==> config.mk <==
export PLATFORM = sky130hd
export DESIGN_NAME = wb_cmd_master_flat
export DESIGN_NICKNAME = d
export VERILOG_FILES = /design/src/rtl/wb_cmd_master_pkg.sv /design/src/rtl/wb_cmd_master_if.sv /design/src/rtl/wbm_timeout.sv /design/src/rtl/wb_cmd_master.sv /design/src/flat_wrapper.sv
export SDC_FILE = /design/constraint.sdc
export NUM_CORES = 1
export LEC_CHECK = 0
export CORE_MARGIN = 2
export CORE_UTILIZATION = 29
export CTS_BUF_LIST = sky130_fd_sc_hd__clkbuf_4 sky130_fd_sc_hd__clkbuf_8
export DETAILED_ROUTE_END_ITERATION = 7
export SLEW_MARGIN = 20
export SYNTH_ARGS = -nofsm -noshare
export SYNTH_HDL_FRONTEND = slang
export SYNTH_SLANG_ARGS = --single-unit
==> constraint.sdc <==
create_clock -name wb_clk_i -period 1.45 [get_ports wb_clk_i]
set_input_delay 0.2175 -clock wb_clk_i [delete_from_list [all_inputs] [get_ports wb_clk_i]]
set_output_delay 0.2175 -clock wb_clk_i [all_outputs]
set_load 0.05 [all_outputs]
==> src/rtl/wb_cmd_master_pkg.sv <==
// Shared types and constants for the Wishbone command initiator (wb_cmd_master).
package wbm_pkg;

    localparam int DAT_W = 32;
    localparam int ADR_W = 32;
    localparam int SEL_W = 4;

    localparam int unsigned DEFAULT_TIMEOUT = 255;
    localparam logic [DAT_W-1:0] ERR_DATA = 32'h0;

    typedef enum logic [1:0] {
        IDLE = 2'd0,
        BUS  = 2'd1,
        RESP = 2'd2
    } state_t;

endpackage

==> src/rtl/wb_cmd_master_if.sv <==
// Command, response and Wishbone bus signals of wb_cmd_master grouped in one bundle.
// Both cmd and rsp ports use valid/ready: a beat transfers on a rising edge where
// valid and ready are both high, and the source holds valid and its payload until then.
interface wb_cmd_master_if;
    import wbm_pkg::*;

    logic             cmd_valid_i;
    logic             cmd_ready_o;
    logic             cmd_we_i;
    logic [ADR_W-1:0] cmd_adr_i;
    logic [DAT_W-1:0] cmd_dat_i;
    logic [SEL_W-1:0] cmd_sel_i;

    logic             rsp_valid_o;
    logic             rsp_ready_i;
    logic [DAT_W-1:0] rsp_dat_o;
    logic             rsp_err_o;

    logic             wbm_cyc_o;
    logic             wbm_stb_o;
    logic             wbm_we_o;
    logic [SEL_W-1:0] wbm_sel_o;
    logic [ADR_W-1:0] wbm_adr_o;
    logic [DAT_W-1:0] wbm_dat_o;
    logic             wbm_ack_i;
    logic [DAT_W-1:0] wbm_dat_i;

    modport master (
        input  cmd_valid_i, cmd_we_i, cmd_adr_i, cmd_dat_i, cmd_sel_i,
        output cmd_ready_o,
        output rsp_valid_o, rsp_dat_o, rsp_err_o,
        input  rsp_ready_i,
        output wbm_cyc_o, wbm_stb_o, wbm_we_o, wbm_sel_o, wbm_adr_o, wbm_dat_o,
        input  wbm_ack_i, wbm_dat_i
    );

    modport slave (
        output cmd_valid_i, cmd_we_i, cmd_adr_i, cmd_dat_i, cmd_sel_i,
        input  cmd_ready_o,
        input  rsp_valid_o, rsp_dat_o, rsp_err_o,
        output rsp_ready_i,
        input  wbm_cyc_o, wbm_stb_o, wbm_we_o, wbm_sel_o, wbm_adr_o, wbm_dat_o,
        output wbm_ack_i, wbm_dat_i
    );

endinterface

==> src/rtl/wbm_timeout.sv <==
// Bus-cycle watchdog: counts un-acknowledged BUS cycles, flags the last allowed one.
module wbm_timeout #(
    parameter int unsigned TIMEOUT_CYCLES = 255
) (
    input  logic clk,
    input  logic rst_n,
    input  logic clr_i,
    input  logic en_i,
    output logic expired_o
);

    localparam logic [15:0] LIMIT = 16'(TIMEOUT_CYCLES - 1);

    logic [15:0] cnt_q, cnt_d;

    always_comb begin
        cnt_d = cnt_q;
        if (clr_i) begin
            cnt_d = 16'd0;
        end else if (en_i && (cnt_q != 16'hFFFF)) begin
            cnt_d = cnt_q + 16'd1;
        end
    end

    always_ff @(posedge clk or negedge rst_n) begin
        if (!rst_n) begin
            cnt_q <= 16'd0;
        end else begin
            cnt_q <= cnt_d;
        end
    end

    assign expired_o = (cnt_q == LIMIT);

endmodule

==> src/rtl/wb_cmd_master.sv <==
// Single-beat Wishbone classic initiator driven from a valid/ready command port.
// Optional watchdog abort of unacknowledged cycles is built when WBM_TIMEOUT_EN is defined.
module wb_cmd_master
    import wbm_pkg::*;
#(
    parameter int unsigned TIMEOUT_CYCLES = DEFAULT_TIMEOUT
) (
    input  logic              wb_clk_i,
    input  logic              wb_rst_n_i,
    wb_cmd_master_if.master   bus,
    output state_t            state_o
);

    if ((TIMEOUT_CYCLES < 1) || (TIMEOUT_CYCLES > 65535)) begin : g_bad_timeout
        $error("wb_cmd_master: TIMEOUT_CYCLES out of range 1..65535");
    end

    state_t           state_q, state_d;
    logic             we_q, we_d;
    logic [ADR_W-1:0] adr_q, adr_d;
    logic [DAT_W-1:0] dat_q, dat_d;
    logic [SEL_W-1:0] sel_q, sel_d;
    logic [DAT_W-1:0] rdat_q, rdat_d;
    logic             err_q, err_d;
    logic             cmd_fire;
    logic             timeout_hit;

    assign cmd_fire = (state_q == IDLE) && bus.cmd_valid_i;

`ifdef WBM_TIMEOUT_EN
    wbm_timeout #(
        .TIMEOUT_CYCLES(TIMEOUT_CYCLES)
    ) u_timeout (
        .clk       (wb_clk_i),
        .rst_n     (wb_rst_n_i),
        .clr_i     (cmd_fire),
        .en_i      ((state_q == BUS) && !bus.wbm_ack_i),
        .expired_o (timeout_hit)
    );
`else
    assign timeout_hit = 1'b0;
`endif

    always_comb begin
        state_d = state_q;
        we_d    = we_q;
        adr_d   = adr_q;
        dat_d   = dat_q;
        sel_d   = sel_q;
        rdat_d  = rdat_q;
        err_d   = err_q;
        case (state_q)
            IDLE: begin
                if (cmd_fire) begin
                    we_d    = bus.cmd_we_i;
                    adr_d   = bus.cmd_adr_i;
                    dat_d   = bus.cmd_dat_i;
                    sel_d   = bus.cmd_sel_i;
                    state_d = BUS;
                end
            end
            BUS: begin
                // Ack is tested first so it wins over a watchdog expiry in the same cycle.
                if (bus.wbm_ack_i) begin
                    rdat_d  = we_q ? '0 : bus.wbm_dat_i;
                    err_d   = 1'b0;
                    state_d = RESP;
                end else if (timeout_hit) begin
                    rdat_d  = ERR_DATA;
                    err_d   = 1'b1;
                    state_d = RESP;
                end
            end
            RESP: begin
                if (bus.rsp_ready_i) begin
                    state_d = IDLE;
                end
            end
            default: state_d = IDLE;
        endcase
    end

    always_ff @(posedge wb_clk_i or negedge wb_rst_n_i) begin
        if (!wb_rst_n_i) begin
            state_q <= IDLE;
            we_q    <= 1'b0;
            adr_q   <= '0;
            dat_q   <= '0;
            sel_q   <= '0;
            rdat_q  <= '0;
            err_q   <= 1'b0;
        end else begin
            state_q <= state_d;
            we_q    <= we_d;
            adr_q   <= adr_d;
            dat_q   <= dat_d;
            sel_q   <= sel_d;
            rdat_q  <= rdat_d;
            err_q   <= err_d;
        end
    end

    assign bus.cmd_ready_o = (state_q == IDLE);
    assign bus.wbm_cyc_o   = (state_q == BUS);
    assign bus.wbm_stb_o   = (state_q == BUS);
    assign bus.wbm_we_o    = we_q;
    assign bus.wbm_adr_o   = adr_q;
    assign bus.wbm_dat_o   = dat_q;
    assign bus.wbm_sel_o   = sel_q;
    assign bus.rsp_valid_o = (state_q == RESP);
    assign bus.rsp_dat_o   = rdat_q;
    assign bus.rsp_err_o   = err_q;
    assign state_o         = state_q;

endmodule

==> src/flat_wrapper.sv <==
// flat-port wrapper written by rule: the top's interface ports become plain ports
module wb_cmd_master_flat import wbm_pkg::*;
#(
    parameter int unsigned TIMEOUT_CYCLES = DEFAULT_TIMEOUT
)
  (wb_clk_i, wb_rst_n_i, state_o, bus_cmd_valid_i, bus_cmd_we_i, bus_cmd_adr_i, bus_cmd_dat_i, bus_cmd_sel_i, bus_cmd_ready_o, bus_rsp_valid_o, bus_rsp_dat_o, bus_rsp_err_o, bus_rsp_ready_i, bus_wbm_cyc_o, bus_wbm_stb_o, bus_wbm_we_o, bus_wbm_sel_o, bus_wbm_adr_o, bus_wbm_dat_o, bus_wbm_ack_i, bus_wbm_dat_i);
  wb_cmd_master_if bus_i ();
  input  logic wb_clk_i;
  input  logic wb_rst_n_i;
  output state_t state_o;
  input wire logic [$bits(bus_i.cmd_valid_i)-1:0] bus_cmd_valid_i;
  input wire logic [$bits(bus_i.cmd_we_i)-1:0] bus_cmd_we_i;
  input wire logic [$bits(bus_i.cmd_adr_i)-1:0] bus_cmd_adr_i;
  input wire logic [$bits(bus_i.cmd_dat_i)-1:0] bus_cmd_dat_i;
  input wire logic [$bits(bus_i.cmd_sel_i)-1:0] bus_cmd_sel_i;
  output wire logic [$bits(bus_i.cmd_ready_o)-1:0] bus_cmd_ready_o;
  output wire logic [$bits(bus_i.rsp_valid_o)-1:0] bus_rsp_valid_o;
  output wire logic [$bits(bus_i.rsp_dat_o)-1:0] bus_rsp_dat_o;
  output wire logic [$bits(bus_i.rsp_err_o)-1:0] bus_rsp_err_o;
  input wire logic [$bits(bus_i.rsp_ready_i)-1:0] bus_rsp_ready_i;
  output wire logic [$bits(bus_i.wbm_cyc_o)-1:0] bus_wbm_cyc_o;
  output wire logic [$bits(bus_i.wbm_stb_o)-1:0] bus_wbm_stb_o;
  output wire logic [$bits(bus_i.wbm_we_o)-1:0] bus_wbm_we_o;
  output wire logic [$bits(bus_i.wbm_sel_o)-1:0] bus_wbm_sel_o;
  output wire logic [$bits(bus_i.wbm_adr_o)-1:0] bus_wbm_adr_o;
  output wire logic [$bits(bus_i.wbm_dat_o)-1:0] bus_wbm_dat_o;
  input wire logic [$bits(bus_i.wbm_ack_i)-1:0] bus_wbm_ack_i;
  input wire logic [$bits(bus_i.wbm_dat_i)-1:0] bus_wbm_dat_i;
  assign bus_i.cmd_valid_i = bus_cmd_valid_i;
  assign bus_i.cmd_we_i = bus_cmd_we_i;
  assign bus_i.cmd_adr_i = bus_cmd_adr_i;
  assign bus_i.cmd_dat_i = bus_cmd_dat_i;
  assign bus_i.cmd_sel_i = bus_cmd_sel_i;
  assign bus_cmd_ready_o = bus_i.cmd_ready_o;
  assign bus_rsp_valid_o = bus_i.rsp_valid_o;
  assign bus_rsp_dat_o = bus_i.rsp_dat_o;
  assign bus_rsp_err_o = bus_i.rsp_err_o;
  assign bus_i.rsp_ready_i = bus_rsp_ready_i;
  assign bus_wbm_cyc_o = bus_i.wbm_cyc_o;
  assign bus_wbm_stb_o = bus_i.wbm_stb_o;
  assign bus_wbm_we_o = bus_i.wbm_we_o;
  assign bus_wbm_sel_o = bus_i.wbm_sel_o;
  assign bus_wbm_adr_o = bus_i.wbm_adr_o;
  assign bus_wbm_dat_o = bus_i.wbm_dat_o;
  assign bus_i.wbm_ack_i = bus_wbm_ack_i;
  assign bus_i.wbm_dat_i = bus_wbm_dat_i;
  wb_cmd_master #(.TIMEOUT_CYCLES(TIMEOUT_CYCLES)) u_core (.wb_clk_i(wb_clk_i), .wb_rst_n_i(wb_rst_n_i), .bus(bus_i), .state_o(state_o));
endmodule
==> results.toml, run 1 <==
[setup_path]
cp_top_family = "flip-flops"
crit_buf_inv = 3
slowest_stage = "dfrtp_4"
timing.rr.end = "u_core.bus.wbm_sel_o[2]"
crit_path_max_incr_delay_ns = 0.49
worst_path_most_repeated_cell = "buf_12"
r2r_slack_ns = -0.18
crit_required_ns = 1.72
worst-setup-path-type = "flop to flop"
r2r_cells = 5
setup.worst_path.start_class = "flop"
critPathMaxFanout = 16
r2r-start = "u_core.state_o[0]"
cp_cell_sequence = "buf_6, nor3b_4, buf_12, buf_12, mux2_2"
arrival_ns = 1.90
end_kind = "flop"

[global_routing]
grt_pass1_wl_mm = 18.0
grt.overflow.total = 0
grt_max_degree = 51
grtUsageTotal_pct = 15.8
first_global_vias = 3297
antenna_found_initial = 0

[place]
portBuffers = 212
gp_congestion = 0.726
pre_cts_slack_ns = -0.319
dp_hpwl_mm = 8.52

[cts]
clk_latency_ns = 0.37
cts_tree = "yes"
cts_buffer_depth = 2
h-tree-depth = 3
cts.sink_count = 103
clockRootBuffer = "clkbuf_8"
cts_buffers = 9
clkTransAtPathRegs_ns = 0.09

[timing]
finalHoldViolations = 0
slew_violations = 0
grt_setup_unrepaired = "true"
setup_viol = 76
fin_crit_sh_pct = 113
fmax_mhz = 612
fin_crit_ns = 1.63
setup_ws_ns = -0.184
finClkSkew_ns = 0.0112

[synthesis]
ys_seq_area_share_pct = 63.1
synth_area_leaders = "dfrtp_1 63%, mux2_2 24%, nor2b_1 5.2%"
synth.top_cell.area_share_pct = 63.1
synth_top_flop_cell = "dfrtp_1"
synth_common_cells = "103 x dfrtp_1, 88 x mux2_2, 34 x nor2b_1, 13 x mux2_1, 6 x buf_2"
ys_ff_latch = 103
synth_area_um2 = 4090
syn_avg_cell_area_um2 = 15.6
synth_cell_types = 15
syn_inst = 262
yosysTopAreaCell = "dfrtp_1"
yosys.cell_count.top_type = "dfrtp_1"
async_flop_share_pct = 100
yosysWarnings = 0
syn_nets = 368
synth-edff-count = 0

[die]
fp-row-count = 43
start_util_pct = 29.6
dieWidth_um = 123
pin_count = 214
die_h_um = 123
die-area_um2 = 15100
core_um2 = 13800

[detailed_routing]
wl_mm = 11.4
vias = 2948
ant_nets = 0
vias_per_cell = 4.37
wl_per_cell_um = 17.0
first_pass_iters = 4
drtIter0Drc = 110
drc = 0

[final_layout]
diodes = 0
layout-drive-gt1-share_pct = 50.8
syn_to_final_growth_pct = 99.7
layout.nets = 596

[run_status]
status = "finished with violations"
violations = "negative setup slack"

[job]
cap_violations = 0

[power_and_ir_drop]
vdd_drop_max_v = 0.00132
p_total_mw = 24.0
p_leak_nw = 3.61
power.density_nw_per_um2 = 2940

[hold_path]
hold_class = "input pin to async pin"
==> worst max path at each step <==
| stage | from | endpoint | slack (ns) | cells after the start |
|---|---|---|---|---|
| 3_3_place_gp | bus_cmd_valid_i | u_core.bus.wbm_dat_o[26] | -0.27 | 5 |
| 2_1_floorplan | u_core.state_o[0] | u_core.bus.wbm_dat_o[2] | -0.13 | 4 |
| 4_1_cts | u_core.state_o[0] | bus_wbm_stb_o | -0.18 | 4 |
| 6_report | u_core.state_o[0] | u_core.bus.wbm_sel_o[2] | -0.18 | 5 |
| 3_5_place_dp | bus_cmd_valid_i | u_core.bus.wbm_adr_o[0] | -0.32 | 5 |
| 5_1_grt | u_core.state_o[0] | u_core.bus.wbm_adr_o[22] | -0.24 | 5 |
==> sequential cells by signal, summed over array words and instances, names as in the netlist <==
| signal | count |
|---|---|
| u_core.bus.wbm_we_o | 1 |
| u_core.bus.wbm_sel_o | 4 |
| u_core.bus.rsp_dat_o | 32 |
| u_core.bus.wbm_dat_o | 32 |
| u_core.state_o | 2 |
| u_core.bus.wbm_adr_o | 32 |
==> where the power goes <==
part	total, mW	internal, mW	switching, mW	leakage [nW]
Clock	1.87	0.901	0.967	0.102
Sequential	5.94	4.35	1.58	1.24
Combinational	16.2	8.52	7.65	2.27
==> kinds of logic (layout without fill, tap and decap cells) <==
logic type             Yosys count  count (layout)  synth area share [%]
multiplexers                   101             101                  27.8
buffers and inverters           17             249                  2.75
AO/OA/AOI/OAI                    2               2                 0.367
AND/OR/NAND/NOR                 38              38                  5.91
flip-flops                     103             103                  63.1
other                            1               1                0.0917
==> per-stage QoR <==
step                      util, %  setup TNS [ns]  area (um^2)  hold WS (ns)  cells
after floorplan                 -           -8.98         4120       -0.0781    262
after global placement       55.4          -22.93         7660         0.123    654
after detailed placement     55.4          -25.35         7660         0.127    654
after CTS                    58.7          -11.03         8120         0.250    673
after global routing         59.0          -15.03         8160         0.288    674
final                        59.0          -10.63         8160         0.277    674
==> cells in the final DEF (no fill, tap or decap), types with 2 or more instances in the layout <==
cell             count
buf_12             116
buf_4                4
buf_6                5
buf_8                2
clkbuf_8            11
clkdlybuf4s50_1    104
dfrtp_1            101
mux2_2              46
mux2_4              55
nor2b_1             32
nor2b_4              2
==> layout make-up <==
| class | count | area [um^2] |
|---|---|---|
| repair buffers | 233 | 3510 |
| fillers | 1038 | 5670 |
| inverters | 1 | 3.75 |
| flip-flops and latches | 103 | 2580 |
| clock inverters | 3 | 42.5 |
| well taps | 180 | 225 |
| clock buffers | 12 | 159 |
| multi-input cells | 142 | 1630 |
==> worst register-to-register path, cell delays in order (launching register included) <==
cell and delay (ns):
dfrtp_4 0.49, buf_6 0.12, nor3b_4 0.21, buf_12 0.19, buf_12 0.17, mux2_2 0.35
==> repair_timing <==
item | CTS | global route
pin swaps | 1 | 0
setup endpoints to repair | 79 | 103
setup buffers | 2 | 0
gates cloned | 1 | 1
hold buffers | 1 | 0
endpoints found under the hold margin | 18 | 0
gates resized for setup | 58 | 9
==> layer usage <==
layer	track usage (%)	up-vias	part of all wire, %
li1	-	1346	-
met1	19.2	1453	40
met2	25.0	134	49
met3	6.41	15	9.6
met4	6.32	0	2.1
met5	0	-	0
(Power assumes the default switching activity.)
==> run 2: changes to the inputs <==
--- a/config.mk
+++ b/config.mk
@@ -9,6 +9,8 @@
 export CORE_UTILIZATION = 29
 export CTS_BUF_LIST = sky130_fd_sc_hd__clkbuf_4 sky130_fd_sc_hd__clkbuf_8
 export DETAILED_ROUTE_END_ITERATION = 7
+export GPL_TIMING_DRIVEN = 0
+export RECOVER_POWER = 50
 export SLEW_MARGIN = 20
 export SYNTH_ARGS = -nofsm -noshare
 export SYNTH_HDL_FRONTEND = slang
==> results.toml, run 2 (same netlist as run 1, synthesis figures left out) <==
[run_status]
status = "finished with violations"
violations = "negative setup slack"

[final_layout]
layout.cells.most_common = "clkdlybuf4s50_1"
syn_to_final_growth_pct = 85.8
utilization_pct = 54.9
layout.nets = 612
nFillCells = 1153
diodes = 0
layout-drive-gt1-share_pct = 51.9
layout_common_cells = "104 x clkdlybuf4s50_1, 101 x dfrtp_1, 100 x clkdlybuf4s15_2"

[die]
fp-row-count = 43
start_util_pct = 29.6
dieWidth_um = 123
core_um2 = 13800
die-area_um2 = 15100
pin_count = 214
die_h_um = 123

[timing]
grt_setup_unrepaired = "true"
fin_tns_setup_ns = -8.54
slew_violations = 0
fin_crit_ns = 1.57
setup_ws_ns = -0.118
finalHoldViolations = 0
setup_viol = 98
fmax_mhz = 638
max_slew_margin_pct = 46.6
finClkSkew_ns = 0.00848
worst_slew_pin_slew_ns = 0.802
fin_crit_sh_pct = 108

[cts]
h-tree-depth = 3
cts_tree = "yes"
cts_buffers = 9
cts_buffer_depth = 2
clockRootBuffer = "clkbuf_8"
clkTransAtPathRegs_ns = 0.09
clk_latency_ns = 0.37
cts.sink_count = 103

[setup_path]
worst-setup-path-type = "flop to flop"
crit_required_ns = 1.70
end_kind = "flop"
setup.worst_path.start_class = "flop"
arrival_ns = 1.82
r2r-start = "u_core.state_o[0]"
timing.rr.end = "u_core.bus.wbm_dat_o[9]"
critPathMaxFanout = 6
r2r_slack_ns = -0.12
r2r_cells = 4

[detailed_routing]
first_pass_iters = 4
vias = 3037
wl_mm = 11.6
ant_nets = 0
wl_per_cell_um = 16.7
vias_per_cell = 4.40
drtIter0Drc = 70
drc = 0

[hold_path]
hold_class = "input pin to flop"
hp-start = "bus_wbm_ack_i"
hold_depth = 2
holdPathEnd = "u_core.state_o[0]"

[global_routing]
grt_pass1_wl_mm = 17.3
antenna_found_initial = 0
grtUsageTotal_pct = 14.8
grt_max_degree = 57
first_global_vias = 3279
grt.overflow.total = 0

[power_and_ir_drop]
power.internal_mw = 10.9
p_comb_share_pct = 65.0
swShare_pct = 46.7
power.switching_mw = 9.55
seqPwrFrac_pct = 25.5
pwr-share-clk_pct = 9.5
p_total_mw = 20.5
p_leak_nw = 3.36
vdd_drop_max_v = 0.00148
power.density_nw_per_um2 = 2700

[place]
portBuffers = 212
dp_hpwl_mm = 7.53
pre_cts_slack_ns = -0.534
gp_congestion = 0.728

[job]
cap_violations = 0
## run 2: cell count changes in the layout (fill, tap and decap cells not counted), moves of 2 or more
cell / previous run / this run
clkbuf_4: 1 / 3
mux2_4: 55 / 96
buf_2: 0 / 2
clkbuf_1: 0 / 2
buf_6: 5 / 12
buf_4: 4 / 6
buf_8: 2 / 6
buf_12: 116 / 9
clkdlybuf4s15_2: 0 / 100
buf_16: 0 / 2
clkbuf_16: 1 / 3
mux2_2: 46 / 5
## run 2: layout make-up
type | instances | area [um^2] | share of cell area, %
multi-input combinational | 142 | 1780 | 23.4
buffer | 15 | 199 | 2.62
inverter | 1 | 3.75 | 0.0494
sequential | 103 | 2580 | 34.0
timing repair buffer | 234 | 2590 | 34.1
clock buffer | 14 | 180 | 2.37
tap | 180 | 225 | 2.97
clock inverter | 2 | 37.5 | 0.494
## run 2: routing by layer
layer / share of wire [%] / global-route usage (%) / wire [um]
met5: 0 / 0 / 0
met4: 1.2 / 5.60 / 136
met3: 8.7 / 4.97 / 1000
met2: 49 / 24.4 / 5650
met1: 41 / 18.0 / 4780
## run 2: critical path, cell delays in order (launching register included)
cell and delay, ns:
dfrtp_4 0.53, nor3b_4 0.28, buf_6 0.19, clkbuf_16 0.16, mux2_4 0.29
## run 2: power groups by stage
stage | Sequential (mW) | Clock [mW] | Combinational (mW)
4_1_cts | 5.21 | 2.02 | 12.9
3_3_place_gp | 5.15 | 0 | 11.7
5_1_grt | 5.42 | 2.15 | 13.8
6_report | 5.22 | 1.95 | 13.3
2_1_floorplan | 10.3 | 0 | 2.59
3_5_place_dp | 5.20 | 0 | 11.8
## run 2: worst max-delay path by stage
| stage | cells after the start | from | end |
|---|---|---|---|
| after floorplan | 4 | u_core.state_o[0] | u_core.bus.wbm_dat_o[2] |
| after global placement | 1 | wb_rst_n_i | u_core.state_o[0] |
| after detailed placement | 5 | bus_cmd_valid_i | u_core.bus.wbm_dat_o[6] |
| after CTS | 4 | u_core.state_o[0] | u_core.bus.wbm_adr_o[28] |
| after global routing | 4 | u_core.state_o[0] | u_core.bus.wbm_adr_o[24] |
| final | 4 | u_core.state_o[0] | u_core.bus.wbm_dat_o[9] |
## run 2: metrics by stage
stage / hold WS [ns] / cell area (um^2) / instances
floorplan: -0.0781 / 4120 / 262
global placement: 0.471 / 6470 / 654
detailed placement: 0.214 / 6500 / 655
CTS: 0.371 / 7400 / 686
global route: 0.432 / 7590 / 691
finish: 0.438 / 7590 / 691
## run 2: repair_timing
item	in CTS	in global routing
pin swaps	2	1
hold buffers	1	0
gates cloned	3	3
endpoints found under the setup margin	205	104
setup buffers	11	5
endpoints found under the hold margin	55	0
gates resized for setup	441	40
